## src/rtl/mem_arbiter_pkg.sv

```systemverilog
// Shared types, default widths and the round-robin pick helper for the
// I-cache / D-cache memory arbiter.
package mem_arbiter_pkg;

  localparam int ADDR_W_DEF = 28;
  localparam int DATA_W_DEF = 128;
  localparam int CNT_W_DEF  = 16;

  // Arbiter FSM states
  typedef enum logic [1:0] {
    IDLE  = 2'd0,
    GNT_I = 2'd1,
    GNT_D = 2'd2
  } arb_state_t;

  // Requester identity, also used to remember who was served last
  typedef enum logic {
    SIDE_I = 1'b0,
    SIDE_D = 1'b1
  } side_t;

  // Choose the side to grant; only meaningful when at least one side is pending.
  // On a tie the side that was not served last wins.
  function automatic side_t pick_side(input logic i_pend, input logic d_pend,
                                      input side_t last);
    if (i_pend && d_pend) begin
      return (last == SIDE_I) ? SIDE_D : SIDE_I;
    end else if (i_pend) begin
      return SIDE_I;
    end else begin
      return SIDE_D;
    end
  endfunction

endpackage

```

## src/rtl/mem_arbiter_if.sv

```systemverilog
// Bundle of the I-cache, D-cache and memory-side signals of the arbiter.
// The slave modport is the arbiter's view, master is the environment's view.
interface mem_arbiter_if
  import mem_arbiter_pkg::*;
#(
  parameter int ADDR_W = ADDR_W_DEF,
  parameter int DATA_W = DATA_W_DEF,
  parameter int CNT_W  = CNT_W_DEF
) ();

  // I-cache side
  logic              i_read;
  logic [ADDR_W-1:0] i_addr;
  logic [DATA_W-1:0] i_rdata;
  logic              i_ready;

  // D-cache side
  logic              d_read;
  logic              d_write;
  logic [ADDR_W-1:0] d_addr;
  logic [DATA_W-1:0] d_wdata;
  logic [DATA_W-1:0] d_rdata;
  logic              d_ready;

  // Memory side
  logic              mem_read;
  logic              mem_write;
  logic [ADDR_W-1:0] mem_addr;
  logic [DATA_W-1:0] mem_wdata;
  logic [DATA_W-1:0] mem_rdata;
  logic              mem_ready;

  // Statistics
  logic [CNT_W-1:0]  i_txn_cnt;
  logic [CNT_W-1:0]  d_txn_cnt;

  modport slave (
    input  i_read, i_addr, d_read, d_write, d_addr, d_wdata, mem_rdata, mem_ready,
    output i_rdata, i_ready, d_rdata, d_ready, mem_read, mem_write, mem_addr,
           mem_wdata, i_txn_cnt, d_txn_cnt
  );

  modport master (
    output i_read, i_addr, d_read, d_write, d_addr, d_wdata, mem_rdata, mem_ready,
    input  i_rdata, i_ready, d_rdata, d_ready, mem_read, mem_write, mem_addr,
           mem_wdata, i_txn_cnt, d_txn_cnt
  );

endinterface

```

## src/rtl/mem_arbiter_sat_cnt.sv

```systemverilog
// Saturating up-counter: counts completed transactions, sticks at all-ones.
module arb_sat_cnt
  import mem_arbiter_pkg::*;
#(
  parameter int CNT_W = CNT_W_DEF
) (
  input  logic             clk,
  input  logic             rst,
  input  logic             i_inc,
  output logic [CNT_W-1:0] o_cnt
);

  localparam logic [CNT_W-1:0] CNT_MAX = '1;

  logic [CNT_W-1:0] r_cnt;

  // Count up on each increment request, holding once the maximum is reached
  always_ff @(posedge clk) begin
    if (rst) begin
      r_cnt <= '0;
    end else if (i_inc && (r_cnt != CNT_MAX)) begin
      r_cnt <= r_cnt + CNT_W'(1);
    end
  end

  assign o_cnt = r_cnt;

endmodule

```

## src/rtl/mem_arbiter.sv

```systemverilog
// Shares one memory port between the I-cache and the D-cache, one
// transaction at a time, with round-robin resolution of simultaneous requests.
module mem_arbiter
  import mem_arbiter_pkg::*;
#(
  parameter int ADDR_W = ADDR_W_DEF,
  parameter int DATA_W = DATA_W_DEF,
  parameter int CNT_W  = CNT_W_DEF
) (
  input  logic         clk,
  input  logic         rst,
  mem_arbiter_if.slave bus
);

  arb_state_t        r_state;
  side_t             r_last;

  logic              w_i_pend;
  logic              w_d_pend;
  logic              w_mem_read;
  logic              w_mem_write;
  logic [ADDR_W-1:0] w_mem_addr;
  logic [DATA_W-1:0] w_mem_wdata;
  logic              w_i_ready;
  logic              w_d_ready;
  logic [DATA_W-1:0] w_i_rdata;
  logic [DATA_W-1:0] w_d_rdata;
  logic [1:0]        w_done;
  logic [CNT_W-1:0]  w_cnt [2];

  assign w_i_pend = bus.i_read;
  assign w_d_pend = bus.d_read | bus.d_write;

  // Grant FSM: arbitrate in IDLE, hold the grant until memory completes.
  // A dropped request does not release the grant; only mem_ready does.
  always_ff @(posedge clk) begin
    if (rst) begin
      r_state <= IDLE;
      r_last  <= SIDE_I;
    end else begin
      case (r_state)
        IDLE: begin
          if (w_i_pend || w_d_pend) begin
            r_state <= (pick_side(w_i_pend, w_d_pend, r_last) == SIDE_I) ? GNT_I : GNT_D;
          end
        end
        GNT_I: begin
          if (bus.mem_ready) begin
            r_state <= IDLE;
            r_last  <= SIDE_I;
          end
        end
        GNT_D: begin
          if (bus.mem_ready) begin
            r_state <= IDLE;
            r_last  <= SIDE_D;
          end
        end
        default: r_state <= IDLE;
      endcase
    end
  end

  // Route the granted requester onto the memory port; ready/rdata pass straight through
  always_comb begin
    w_mem_read  = 1'b0;
    w_mem_write = 1'b0;
    w_mem_addr  = '0;
    w_mem_wdata = '0;
    w_i_ready   = 1'b0;
    w_d_ready   = 1'b0;
    w_i_rdata   = '0;
    w_d_rdata   = '0;
    case (r_state)
      GNT_I: begin
        w_mem_read = bus.i_read;
        w_mem_addr = bus.i_addr;
        w_i_ready  = bus.mem_ready;
        w_i_rdata  = bus.mem_rdata;
      end
      GNT_D: begin
        // A write-back takes priority if the D-cache raises both strobes
        w_mem_write = bus.d_write;
        w_mem_read  = bus.d_read & ~bus.d_write;
        w_mem_addr  = bus.d_addr;
        w_mem_wdata = bus.d_wdata;
        w_d_ready   = bus.mem_ready;
        w_d_rdata   = bus.mem_rdata;
      end
      default: ;
    endcase
  end

  // Index 0 counts I-side completions, index 1 counts D-side completions
  assign w_done = {w_d_ready, w_i_ready};

  genvar gi;
  generate
    for (gi = 0; gi < 2; gi++) begin : g_cnt
      arb_sat_cnt #(
        .CNT_W(CNT_W)
      ) u_cnt (
        .clk  (clk),
        .rst  (rst),
        .i_inc(w_done[gi]),
        .o_cnt(w_cnt[gi])
      );
    end
  endgenerate

  assign bus.mem_read  = w_mem_read;
  assign bus.mem_write = w_mem_write;
  assign bus.mem_addr  = w_mem_addr;
  assign bus.mem_wdata = w_mem_wdata;
  assign bus.i_ready   = w_i_ready;
  assign bus.d_ready   = w_d_ready;
  assign bus.i_rdata   = w_i_rdata;
  assign bus.d_rdata   = w_d_rdata;
  assign bus.i_txn_cnt = w_cnt[0];
  assign bus.d_txn_cnt = w_cnt[1];

endmodule

```

## src/flat_wrapper.sv

```systemverilog
// flat-port wrapper written by rule: the top's interface ports become plain ports
module mem_arbiter_flat import mem_arbiter_pkg::*;
#(
  parameter int ADDR_W = ADDR_W_DEF,
  parameter int DATA_W = DATA_W_DEF,
  parameter int CNT_W  = CNT_W_DEF
)
  (clk, rst, bus_i_read, bus_i_addr, bus_d_read, bus_d_write, bus_d_addr, bus_d_wdata, bus_mem_rdata, bus_mem_ready, bus_i_rdata, bus_i_ready, bus_d_rdata, bus_d_ready, bus_mem_read, bus_mem_write, bus_mem_addr, bus_mem_wdata, bus_i_txn_cnt, bus_d_txn_cnt);
  mem_arbiter_if #(.ADDR_W(ADDR_W), .DATA_W(DATA_W), .CNT_W(CNT_W)) bus_i ();
  input  logic clk;
  input  logic rst;
  input wire logic [$bits(bus_i.i_read)-1:0] bus_i_read;
  input wire logic [$bits(bus_i.i_addr)-1:0] bus_i_addr;
  input wire logic [$bits(bus_i.d_read)-1:0] bus_d_read;
  input wire logic [$bits(bus_i.d_write)-1:0] bus_d_write;
  input wire logic [$bits(bus_i.d_addr)-1:0] bus_d_addr;
  input wire logic [$bits(bus_i.d_wdata)-1:0] bus_d_wdata;
  input wire logic [$bits(bus_i.mem_rdata)-1:0] bus_mem_rdata;
  input wire logic [$bits(bus_i.mem_ready)-1:0] bus_mem_ready;
  output wire logic [$bits(bus_i.i_rdata)-1:0] bus_i_rdata;
  output wire logic [$bits(bus_i.i_ready)-1:0] bus_i_ready;
  output wire logic [$bits(bus_i.d_rdata)-1:0] bus_d_rdata;
  output wire logic [$bits(bus_i.d_ready)-1:0] bus_d_ready;
  output wire logic [$bits(bus_i.mem_read)-1:0] bus_mem_read;
  output wire logic [$bits(bus_i.mem_write)-1:0] bus_mem_write;
  output wire logic [$bits(bus_i.mem_addr)-1:0] bus_mem_addr;
  output wire logic [$bits(bus_i.mem_wdata)-1:0] bus_mem_wdata;
  output wire logic [$bits(bus_i.i_txn_cnt)-1:0] bus_i_txn_cnt;
  output wire logic [$bits(bus_i.d_txn_cnt)-1:0] bus_d_txn_cnt;
  assign bus_i.i_read = bus_i_read;
  assign bus_i.i_addr = bus_i_addr;
  assign bus_i.d_read = bus_d_read;
  assign bus_i.d_write = bus_d_write;
  assign bus_i.d_addr = bus_d_addr;
  assign bus_i.d_wdata = bus_d_wdata;
  assign bus_i.mem_rdata = bus_mem_rdata;
  assign bus_i.mem_ready = bus_mem_ready;
  assign bus_i_rdata = bus_i.i_rdata;
  assign bus_i_ready = bus_i.i_ready;
  assign bus_d_rdata = bus_i.d_rdata;
  assign bus_d_ready = bus_i.d_ready;
  assign bus_mem_read = bus_i.mem_read;
  assign bus_mem_write = bus_i.mem_write;
  assign bus_mem_addr = bus_i.mem_addr;
  assign bus_mem_wdata = bus_i.mem_wdata;
  assign bus_i_txn_cnt = bus_i.i_txn_cnt;
  assign bus_d_txn_cnt = bus_i.d_txn_cnt;
  mem_arbiter #(.ADDR_W(ADDR_W), .DATA_W(DATA_W), .CNT_W(CNT_W)) u_core (.clk(clk), .rst(rst), .bus(bus_i));
endmodule
```

## config.mk

```make
export PLATFORM = sky130hd
export DESIGN_NAME = mem_arbiter_flat
export DESIGN_NICKNAME = d
export VERILOG_FILES = /design/src/rtl/mem_arbiter_pkg.sv /design/src/rtl/mem_arbiter_if.sv /design/src/rtl/mem_arbiter_sat_cnt.sv /design/src/rtl/mem_arbiter.sv /design/src/flat_wrapper.sv
export SDC_FILE = /design/constraint.sdc
export NUM_CORES = 1
export LEC_CHECK = 0
export CELL_PAD_IN_SITES_DETAIL_PLACEMENT = 1
export CELL_PAD_IN_SITES_GLOBAL_PLACEMENT = 1
export CORE_AREA = 2 2 296 298
export CTS_CLUSTER_SIZE = 30
export DETAILED_ROUTE_END_ITERATION = 10
export DIE_AREA = 0 0 298 300
export GPL_TIMING_DRIVEN = 0
export PLACE_DENSITY_LB_ADDON = 0.3
export SYNTH_ARGS = -nofsm -noshare
export SYNTH_HDL_FRONTEND = slang
export SYNTH_SLANG_ARGS = --single-unit
```

## constraint.sdc

```tcl
create_clock -name clk -period 2.75 [get_ports clk]
set_clock_uncertainty 0.2 [all_clocks]
set_input_delay 0.4125 -clock clk [delete_from_list [all_inputs] [get_ports clk]]
set_output_delay 0.4125 -clock clk [all_outputs]
set_load 0.01 [all_outputs]
```

==> run summary <==
Most repeated library cell on the critical path: sky130_fd_sc_hd__buf_12. The count of boundary I/O pins was 766. The total count of max-transition violations in the final report is 0, and the clock sink count is 35. During synthesis, Yosys emitted a total of 0 warnings.

For the die footprint, the log shows 89400 um^2. Fraction of registers with async set or reset after synthesis: 0%. Counting every net in the synthesized netlist gives 1036. The mapped netlist covers 4850 um^2.

Synthesis produced 712 cells. Buffers inserted to repair hold after CTS numbered 0. Setup repair after global routing could not meet its margin everywhere. Entering global routing, the biggest net connects 12 pins. In this run the tool buffered the top-level ports with 765 buffer cells. The first global-routing pass estimated 81100 um of wire. The most used flip-flop cell after synthesis is sky130_fd_sc_hd__dfxtp_1.

The final critical path time including I/O delays and setup was 2.74 ns. The worst setup path is launched from a flip-flop. The tools report the kind of end point of the critical path as an output pin.

In this run the critical register-to-register path is launched from u_core.r_state[0]. In this run the critical register-to-register path is captured at u_core.g_cnt[1].u_cnt.o_cnt[9]. In the routed layout, each cell is associated on average with a via count of 3.17. In this run the cell area measured after placement is 14000 um^2.

TritonCTS built the clock tree. The maximum fanout along the worst path works out to 10. The startpoint-to-endpoint class of the critical path was reg -> out.

The critical path goes through inv_2 > ha_2 > buf_12 > buf_12 > clkbuf_16 > buf_4 > clkbuf_8 > and2_1 > dlygate4sd2_1. The run gives 9 as the initial antenna violation count. After routing the design area is 14400 um^2. After clock tree synthesis, the clock-pin slew on the worst setup and hold paths is 0.06 ns.

The latest clock arrival within the worst-skew pair was 0.28 ns; the H-tree depth reported by CTS was 2. The startpoint identified for the worst hold timing path is u_core.g_cnt[1].u_cnt.o_cnt[15]. The run gives 365 MHz as the achievable clock frequency. In this run the worst hold path is classified as reg -> reg. For this run, the register share of the synthesized area comes to 14.4%.

At the end of routability-driven placement, the weighted congestion stood at 0.905. Global routing finished with a remaining overflow of 0. Global routing used 13.0% of the available tracks across all layers. Wires add up to 61200 um. Measured against its own limit, the worst slew margin works out to 49.7%. The die is 300 um tall.

Post-route worst hold slack: 0.313 ns. The worst path uses 99.5% of the clock period. The floorplan has 108 rows. The run gives 0 as the number of endpoints with negative hold slack in the final report. At the end of the flow, the number of nets in the layout was 1816. The initial utilization of the core area, before any placement, comes to 5.63%. The number of cells on the worst hold path is 2, and the starting DRC count in detailed routing is 263.

The floorplan step set the die width to 298 um. For this design, the slowest cell found on the critical path is sky130_fd_sc_hd__dfxtp_2. The logic depth of the worst register-to-register path is 9, and the peak supply drop is 0.000174 V.

The number of enable flip-flop cells after synthesis was 0. Dividing total power by cell area gives a power density of 280 nW/um^2. The HPWL after detailed placement is 54900 um. The logs give 9032 for the via count of the first global-routing pass and 0 for the DRC violation count after routing.

Once detail routing completed, the nets flagged for antenna violations numbered 0. Setup violations remaining at the end of the flow were counted as 0. Data arrives at the worst endpoint at 2.12 ns. The setup check on the worst reg-to-reg path leaves a slack of 0.23 ns. The delay contributed by the slowest stage of the critical path came out at 0.36 ns. In the final routed layout, each cell accounts on average for 23.1 um. Max-cap violations in this run came to 0. The run gives 6.71 nW as the leakage power. At the worst endpoint, the required time is 2.14 ns. The placeable core area is 86200 um^2, and the share of cells above drive strength 1 is 7.77%. In this run, synthesis produced a sequential element count of 35.

The layout overhead on the synthesized area is 196%, and the number of vias in the routed layout is 8415. For the total iterations of the first detailed-routing run, the log shows 4. The worst hold path terminates at u_core.g_cnt[1].u_cnt.o_cnt[15].

The logs give 10400 for the layout filler cell count and 40 for the post-synthesis cell type count. The buffer levels on the longest clock path was 2; the mean post-synth cell area was 6.81 um^2. The buffer cell driving the clock tree root was sky130_fd_sc_hd__clkbuf_16. The flow ran to the end, and the final reports show no timing, DRC or antenna violations. TritonCTS created 5 clock buffers. At the pin with the least slew margin, the transition time is 0.754 ns.
-- routing by layer --
layer	up-vias	part of all wire [%]	global-route usage [%]	routed length (um)
met5	-	0.060	0	37
met4	6	0.59	0.574	360
met3	28	8.4	4.03	5120
met2	477	47	22.4	29000
met1	4006	44	16.5	26800
li1	3898	-	-	-
-- registers in the layout (all words and copies together), names as in the netlist --
register                  flops
u_core.r_state                2
u_core.r_last                 1
u_core.g_cnt.u_cnt.o_cnt     32
-- repair_timing --
action | 4_1_cts | 5_1_grt
gates resized for setup | 450 | 78
setup endpoints to repair | 416 | 66
buffers inserted | 7 | 2
cloned | 1 | 0
-- logic make-up after synthesis --
family                   Yosys count  synth area share (%)
XOR/XNOR                           2                 0.361
buffers and inverters             68                  5.34
adder cells (fa/ha/maj)            6                  1.55
AO/OA/AOI/OAI                     83                  11.7
AND/OR/NAND/NOR                  507                  64.2
multiplexers                      11                  2.42
flip-flops                        35                  14.4
-- cell type report --
type	count	area (um^2)	area share, %
Antenna cell	3	7.51	0.0522
Buffer	57	596	4.14
Clock buffer	6	129	0.897
Clock inverter	2	12.5	0.0871
Inverter	9	33.8	0.235
Multi-Input combinational cell	609	3950	27.5
Sequential cell	35	703	4.89
Tap cell	1155	1450	10.1
Timing Repair Buffer	775	7490	52.2
-- cell usage in the layout, fill, tap and decap left out, types with 3 or more instances in the layout --
master	instances
sky130_fd_sc_hd__o311ai_0	3
sky130_fd_sc_hd__inv_1	8
sky130_fd_sc_hd__diode_2	3
sky130_fd_sc_hd__dlymetal6s2s_1	33
sky130_fd_sc_hd__nand3_1	8
sky130_fd_sc_hd__nand4_1	15
sky130_fd_sc_hd__clkdlybuf4s15_1	6
sky130_fd_sc_hd__buf_2	4
sky130_fd_sc_hd__a22oi_1	29
sky130_fd_sc_hd__a21oi_1	21
sky130_fd_sc_hd__buf_4	11
sky130_fd_sc_hd__o41ai_1	3
sky130_fd_sc_hd__and2_1	383
sky130_fd_sc_hd__clkbuf_1	6
sky130_fd_sc_hd__clkbuf_4	13
sky130_fd_sc_hd__clkbuf_8	16
sky130_fd_sc_hd__o21ai_0	9
sky130_fd_sc_hd__nor2b_1	30
sky130_fd_sc_hd__clkbuf_16	10
sky130_fd_sc_hd__buf_12	4
sky130_fd_sc_hd__clkdlybuf4s15_2	11
sky130_fd_sc_hd__ha_1	3
sky130_fd_sc_hd__nor4_1	4
sky130_fd_sc_hd__buf_6	4
sky130_fd_sc_hd__or4_1	7
sky130_fd_sc_hd__clkdlybuf4s50_1	448
sky130_fd_sc_hd__o31ai_1	7
sky130_fd_sc_hd__clkbuf_2	17
sky130_fd_sc_hd__and3_1	4
sky130_fd_sc_hd__mux2_2	6
sky130_fd_sc_hd__dfxtp_1	33
sky130_fd_sc_hd__mux2i_1	5
sky130_fd_sc_hd__nor2_1	14
sky130_fd_sc_hd__dlygate4sd2_1	255
sky130_fd_sc_hd__nand2_1	14
sky130_fd_sc_hd__or3_1	10
sky130_fd_sc_hd__and2_2	3
-- synth_stat cells, types with 3 or more instances --
| cell type | instances | share of area (%) |
|---|---|---|
| sky130_fd_sc_hd__o21ai_0 | 9 | 0.93 |
| sky130_fd_sc_hd__o311ai_0 | 3 | 0.54 |
| sky130_fd_sc_hd__a21boi_0 | 3 | 0.46 |
| sky130_fd_sc_hd__a22oi_1 | 29 | 4.5 |
| sky130_fd_sc_hd__nand4_1 | 15 | 1.9 |
| sky130_fd_sc_hd__a21oi_1 | 21 | 2.2 |
| sky130_fd_sc_hd__o31ai_1 | 7 | 1.1 |
| sky130_fd_sc_hd__mux2i_1 | 5 | 1.0 |
| sky130_fd_sc_hd__nor2_1 | 14 | 1.1 |
| sky130_fd_sc_hd__dfxtp_1 | 35 | 14 |
| sky130_fd_sc_hd__buf_2 | 3 | 0.31 |
| sky130_fd_sc_hd__nand3_1 | 8 | 0.83 |
| sky130_fd_sc_hd__o41ai_1 | 3 | 0.54 |
| sky130_fd_sc_hd__ha_1 | 6 | 1.5 |
| sky130_fd_sc_hd__nand2_1 | 14 | 1.1 |
| sky130_fd_sc_hd__nor2b_1 | 34 | 4.4 |
| sky130_fd_sc_hd__and2_1 | 388 | 50 |
| sky130_fd_sc_hd__clkbuf_1 | 55 | 4.3 |
| sky130_fd_sc_hd__and3_1 | 4 | 0.52 |
| sky130_fd_sc_hd__nor4_1 | 4 | 0.52 |
| sky130_fd_sc_hd__inv_1 | 9 | 0.70 |
| sky130_fd_sc_hd__mux2_2 | 6 | 1.4 |
| sky130_fd_sc_hd__or4_1 | 7 | 1.1 |
| sky130_fd_sc_hd__or3_1 | 10 | 1.3 |
-- report_power, final --
part           switching, mW  internal [mW]
sequential            0.0127          0.516
combinational           1.43           1.50
clock                  0.236          0.335
total                   1.68           2.35
-- worst max path at each step --
stage	from	end	depth (start not counted)
after detailed placement	u_core.r_state[1]	bus_mem_addr[18]	7
after floorplan	u_core.r_state[1]	u_core.g_cnt[0].u_cnt.o_cnt[11]	7
after CTS	u_core.r_state[0]	bus_d_rdata[17]	9
final	u_core.r_state[0]	bus_d_rdata[24]	9
after global routing	u_core.r_state[0]	bus_d_rdata[24]	9
after global placement	u_core.r_state[1]	bus_mem_addr[18]	7
-- per-stage QoR --
stage          TNS (ns)  utilization, %  power, mW  worst slack [ns]  std cells
4_1_cts          -0.247            16.6       4.14            -0.157       2646
3_5_place_dp    -242.32            16.2       3.57             -1.20       2632
2_1_floorplan         0               -       1.47             0.659        712
6_report              0            16.7       4.03            0.0137       2651
5_1_grt          -0.149            16.7       4.28           -0.0525       2648
3_3_place_gp    -234.33            16.2       3.58             -1.20       2632
-- worst max-delay path: cells and delay by family, from the launching register on --
family | cells | cell delay, ns
simple gates | 1 | 0.17
flops | 1 | 0.36
fa+ha+maj | 1 | 0.20
buf+inv | 7 | 1.10
No activity file was read; power rests on OpenSTA's default activity.
==> patch 1 (config.mk and constraints unchanged) <==
Put a register stage on the output `bus.i_txn_cnt`. The value now appears one clock later.
--- a/src/rtl/mem_arbiter.sv
+++ b/src/rtl/mem_arbiter.sv
@@ -116,7 +116,9 @@
   assign bus.d_ready   = w_d_ready;
   assign bus.i_rdata   = w_i_rdata;
   assign bus.d_rdata   = w_d_rdata;
-  assign bus.i_txn_cnt = w_cnt[0];
+  always_ff @(posedge clk) begin
+    bus.i_txn_cnt <= w_cnt[0];
+  end
   assign bus.d_txn_cnt = w_cnt[1];
 
 endmodule
Behaviour: not the same (a bounded check fails within 4 cycles, from zero or initial values and one cycle with rst high).
==> patch 1 against the original RTL <==
Cell area increased by 4.9%; critical endpoint is now bus_mem_addr[21]; sequential cell count increased by 16; worst hold slack got worse by 0.11 ns; setup slack improved by 0.021 ns; core utilization increased by 0.81 points; total power increased by 12%; synthesized area increased by 7.5%; sequential share of layout area increased by 1.9 points; routed wire length increased by 20%; critical path type unchanged.
==> patch 1: results <==
[placed_design]
numPlacedInstances = 2663
hpwl_um = 66900
globalplace.congestion = 0.936
post-place-ws_ns = -1.36
place_area_sq_um = 14300
portBuffers = 765

[logic_synthesis]
synth.most_common_cell = "and2_1"
synth_mux_area_share_pct = 1.46
synth_compound_area_share_pct = 10.7
synth_xor_area_share_pct = 0
synth_nets = 1067
ys_top_cells_by_area = "and2_1 46%, dfxtp_1 20%, nor2b_1 4.3%"
synthTopCellsByCount = "386 x and2_1, 54 x clkbuf_1, 51 x dfxtp_1, 36 x nor2b_1, 29 x a22oi_1"
synth_fa_ha_area_share_pct = 1.44
seq_area_frac_synth_pct = 19.6
synthArstFlopShare_pct = 0
syn_inst = 743
synth_ff_type = "dfxtp_1"
yosysWarnings = 0
synth_cell_types = 42

[critical_path]
critPathMaxStageDelay_ns = 0.33
crit_fanout = 10
arrival_ns = 2.10
cp_slowest_cell = "dfxtp_1"

[grt]
grtUsageTotal_pct = 15.6
met2_usage_pct = 27.5
antenna_found_initial = 51
grt_use_met3_pct = 6.81
grt_max_degree = 19
grt_pass1_wl_um = 93700
use_met1_pct = 17.7
grt_pass1_vias = 9528

[power_and_ir_drop]
switching_power_mw = 1.83
p_seq_uw = 757
worst_ir_drop_vdd_mv = 0.201
p_leak_nw = 7.43
powerClk_uw = 672
p_per_area_nw_per_um2 = 299

[clock_tree]
htreeDepth = 2
cts_buffer_depth = 2
clk_pin_slew_ns = 0.07
insertion_delay_ns = 0.30
numCtsBuffers = 5
cts.repair.resized = 536
cts_setup_buffers = 6
cts_root_buf = "clkbuf_16"

[route]
drtIter0Drc = 265
wl_per_cell_um = 27.3
m1WireLength_um = 29200
dr.pass1.iters = 4
wl_met2_um = 35400
wl_um = 73600
vias_per_cell = 3.24
dr_wl_met3_um = 7710
highest_layer = "met5"

[final_layout]
drive_gt1_share_pct = 10.5
nets = 1853
largest_reg_flops = 32

[outcome]
outcome = "completed"

[sta]
worstMarginPinSlew_ns = 0.686
[patch 1: cell type report]
class | count | area, sq um
tap | 1155 | 1450
timing repair buffer | 779 | 7560
buffer | 60 | 717
sequential | 51 | 1020
antenna | 12 | 30.0
multi-input combinational | 621 | 4100
inverter | 11 | 41.3
fill | 10400 | 71100
clock inverter | 3 | 28.8
clock buffer | 5 | 125
[patch 1: path summary, 6_finish.rpt]
path,startpoint,end,slack [ns],depth (start not counted)
setup / recovery,u_core.r_state[0]$_SDFFE_PP0P_,bus_mem_addr[21],0.03,8
hold / removal,u_core.g_cnt[0].u_cnt.o_cnt[10]$_SDFFE_PP0P_,u_core.bus.i_txn_cnt[10]$_DFF_P_,0.21,0
setup reg to reg,u_core.r_state[1]$_SDFFE_PP0P_,u_core.g_cnt[0].u_cnt.o_cnt[11]$_SDFFE_PP0P_,0.22,8
hold reg to reg,u_core.g_cnt[0].u_cnt.o_cnt[10]$_SDFFE_PP0P_,u_core.bus.i_txn_cnt[10]$_DFF_P_,0.21,0
==> patch 2 (same flow settings) <==
Made on the original files. Set the package constant `ADDR_W_DEF` to 36 (it was 28).
--- a/src/rtl/mem_arbiter_pkg.sv
+++ b/src/rtl/mem_arbiter_pkg.sv
@@ -2,7 +2,7 @@
 // I-cache / D-cache memory arbiter.
 package mem_arbiter_pkg;
 
-  localparam int ADDR_W_DEF = 28;
+  localparam int ADDR_W_DEF = 36;
   localparam int DATA_W_DEF = 128;
   localparam int CNT_W_DEF  = 16;
 
Interface: changed (resized bus_d_addr, bus_i_addr and bus_mem_addr); port bits go from 766 to 790. No check against the original RTL was run, so the function may have changed too.
==> patch 2 against the original RTL <==
Total power increased by 3.7%; clock power decreased by 3%; cell area increased by 5.5%; routed wire length decreased by 1.3%; highest routed layer unchanged; combinational power increased by 5%; setup slack improved by 0.045 ns; global-route usage decreased by 0.38 points; sequential cell count unchanged; worst hold slack got worse by 0.0071 ns; synthesized area increased by 1.9%.
==> patch 2: results <==
[critical_path]
timing.reg2reg.setup_slack_ns = 0.28
crit_start = "u_core.r_state[1]$_SDFFE_PP0P_"
crit_fanout = 6
endpoint = "bus_mem_addr[20]"
arrival_ns = 2.08
cp_top_family = "buffers and inverters"
crit-reg2reg-launch = "u_core.g_cnt[1].u_cnt.o_cnt[9]$_SDFFE_PP0P_"
rr_worst_depth = 5
critPathMaxStageDelay_ns = 0.56
cp_slowest_cell = "clkdlybuf4s50_1"
r2r_end = "u_core.g_cnt[1].u_cnt.o_cnt[1]$_SDFFE_PP0P_"

[worst_hold_path]
hold_start = "u_core.g_cnt[1].u_cnt.o_cnt[15]$_SDFFE_PP0P_"
hold_end = "u_core.g_cnt[1].u_cnt.o_cnt[15]$_SDFFE_PP0P_"
hp-class = "reg2reg"
worstHoldPathCells = 2

[route]
dr.pass1.iters = 5
drtIter0Drc = 266
wl_per_cell_um = 22.4
vias = 8700

[final_layout]
fin_cells = 2703
drive_gt1_share_pct = 7.16
fillers = 10300
nets = 1876
largest_reg_flops = 32

[grt]
grtUsageTotal_pct = 12.6
antenna_found_initial = 38
grt_pass1_wl_um = 79000
grt_max_degree = 12
grt_pass1_vias = 9411

[logic_synthesis]
synthArstFlopShare_pct = 0
postSynthAreaPerCell_sq_um = 6.79
seq_area_frac_synth_pct = 14.2
synth_ff_type = "dfxtp_1"
synthTopCellsByCount = "386 x and2_1, 57 x clkbuf_1, 40 x nor2b_1, 37 x a22oi_1, 35 x dfxtp_1"
synth_cell_types = 44
yosysWarnings = 0
ys_top_cells_by_area = "and2_1 49%, dfxtp_1 14%, a22oi_1 5.6%"
synth_nets = 1068

[placed_design]
globalplace.congestion = 0.920
portBuffers = 789
numPlacedInstances = 2672
post-place-ws_ns = -1.54
hpwl_um = 53400
place_area_sq_um = 14300

[clock_tree]
numCtsBuffers = 5
cts_buffer_depth = 2
cts_root_buf = "clkbuf_16"
insertion_delay_ns = 0.28
clk_pin_slew_ns = 0.06
htreeDepth = 2

[power_and_ir_drop]
p_leak_nw = 7.45
worst_ir_drop_vdd_mv = 0.153

[outcome]
outcome = "completed"

[sta]
setup_tns_ns = 0
worstMarginPinSlew_ns = 0.856
slew_viol_final = 0
max_freq_mhz = 372
hold_ws_ns = 0.306
## patch 2: cell types whose count changed in the layout (fill, tap and decap cells not counted), sizes merged, moves of 7 or more
cell / unedited run / this run
a22oi: 29 / 37
diode: 3 / 11
clkbuf: 62 / 53
or4: 7 / 14
clkdlybuf4s15: 17 / 10
dlygate4sd2: 255 / 204
dlymetal6s2s: 33 / 80
clkdlybuf4s50: 448 / 495
## patch 2: cell families (layout without fill, tap and decap cells)
logic type	after synthesis	after routing	share of synthesized area [%]
simple gates	513	513	64.2
compound gates	93	93	12.7
buf+inv	72	881	5.52
flops	35	35	14.2
fa+ha+maj	6	6	1.52
mux	6	6	1.29
xor+xnor	3	3	0.532
other cells	0	11	0
## patch 2: cell type report
type                       count  area, sq um  share of cell area (%)
tap                         1155         1450                    9.54
inverter                      10         40.0                   0.264
timing repair buffer         804         8030                    53.0
multi-input combinational    621         4060                    26.8
sequential                    35          706                    4.66
clock inverter                 1         5.00                  0.0330
clock buffer                   7          133                   0.875
buffer                        59          717                    4.73
antenna                       11         27.5                   0.182
## patch 2: timing repair
| item | CTS | global route |
|---|---|---|
| endpoints found under the setup margin | 423 | 137 |
| resized for setup | 393 | 101 |
| pin swaps | 1 | 1 |
| buffers inserted | 11 | 2 |
| cloned | 2 | 0 |
## patch 2: per-layer routing
metal	up-vias	part of all wire, %	wire length [um]	global-route usage (%)
met5	-	0.14	85	0
met4	14	2.2	1300	2.76
met3	68	11	6460	4.81
met2	511	47	28700	21.5
met1	4080	40	23900	14.8
li1	4027	-	-	-
## patch 2: power by group
part	switching (mW)	leakage, nW	internal [mW]	total, mW
Sequential	0.0127	0.283	0.517	0.529
Combinational	1.40	7.09	1.69	3.09
Clock	0.218	0.0680	0.335	0.553
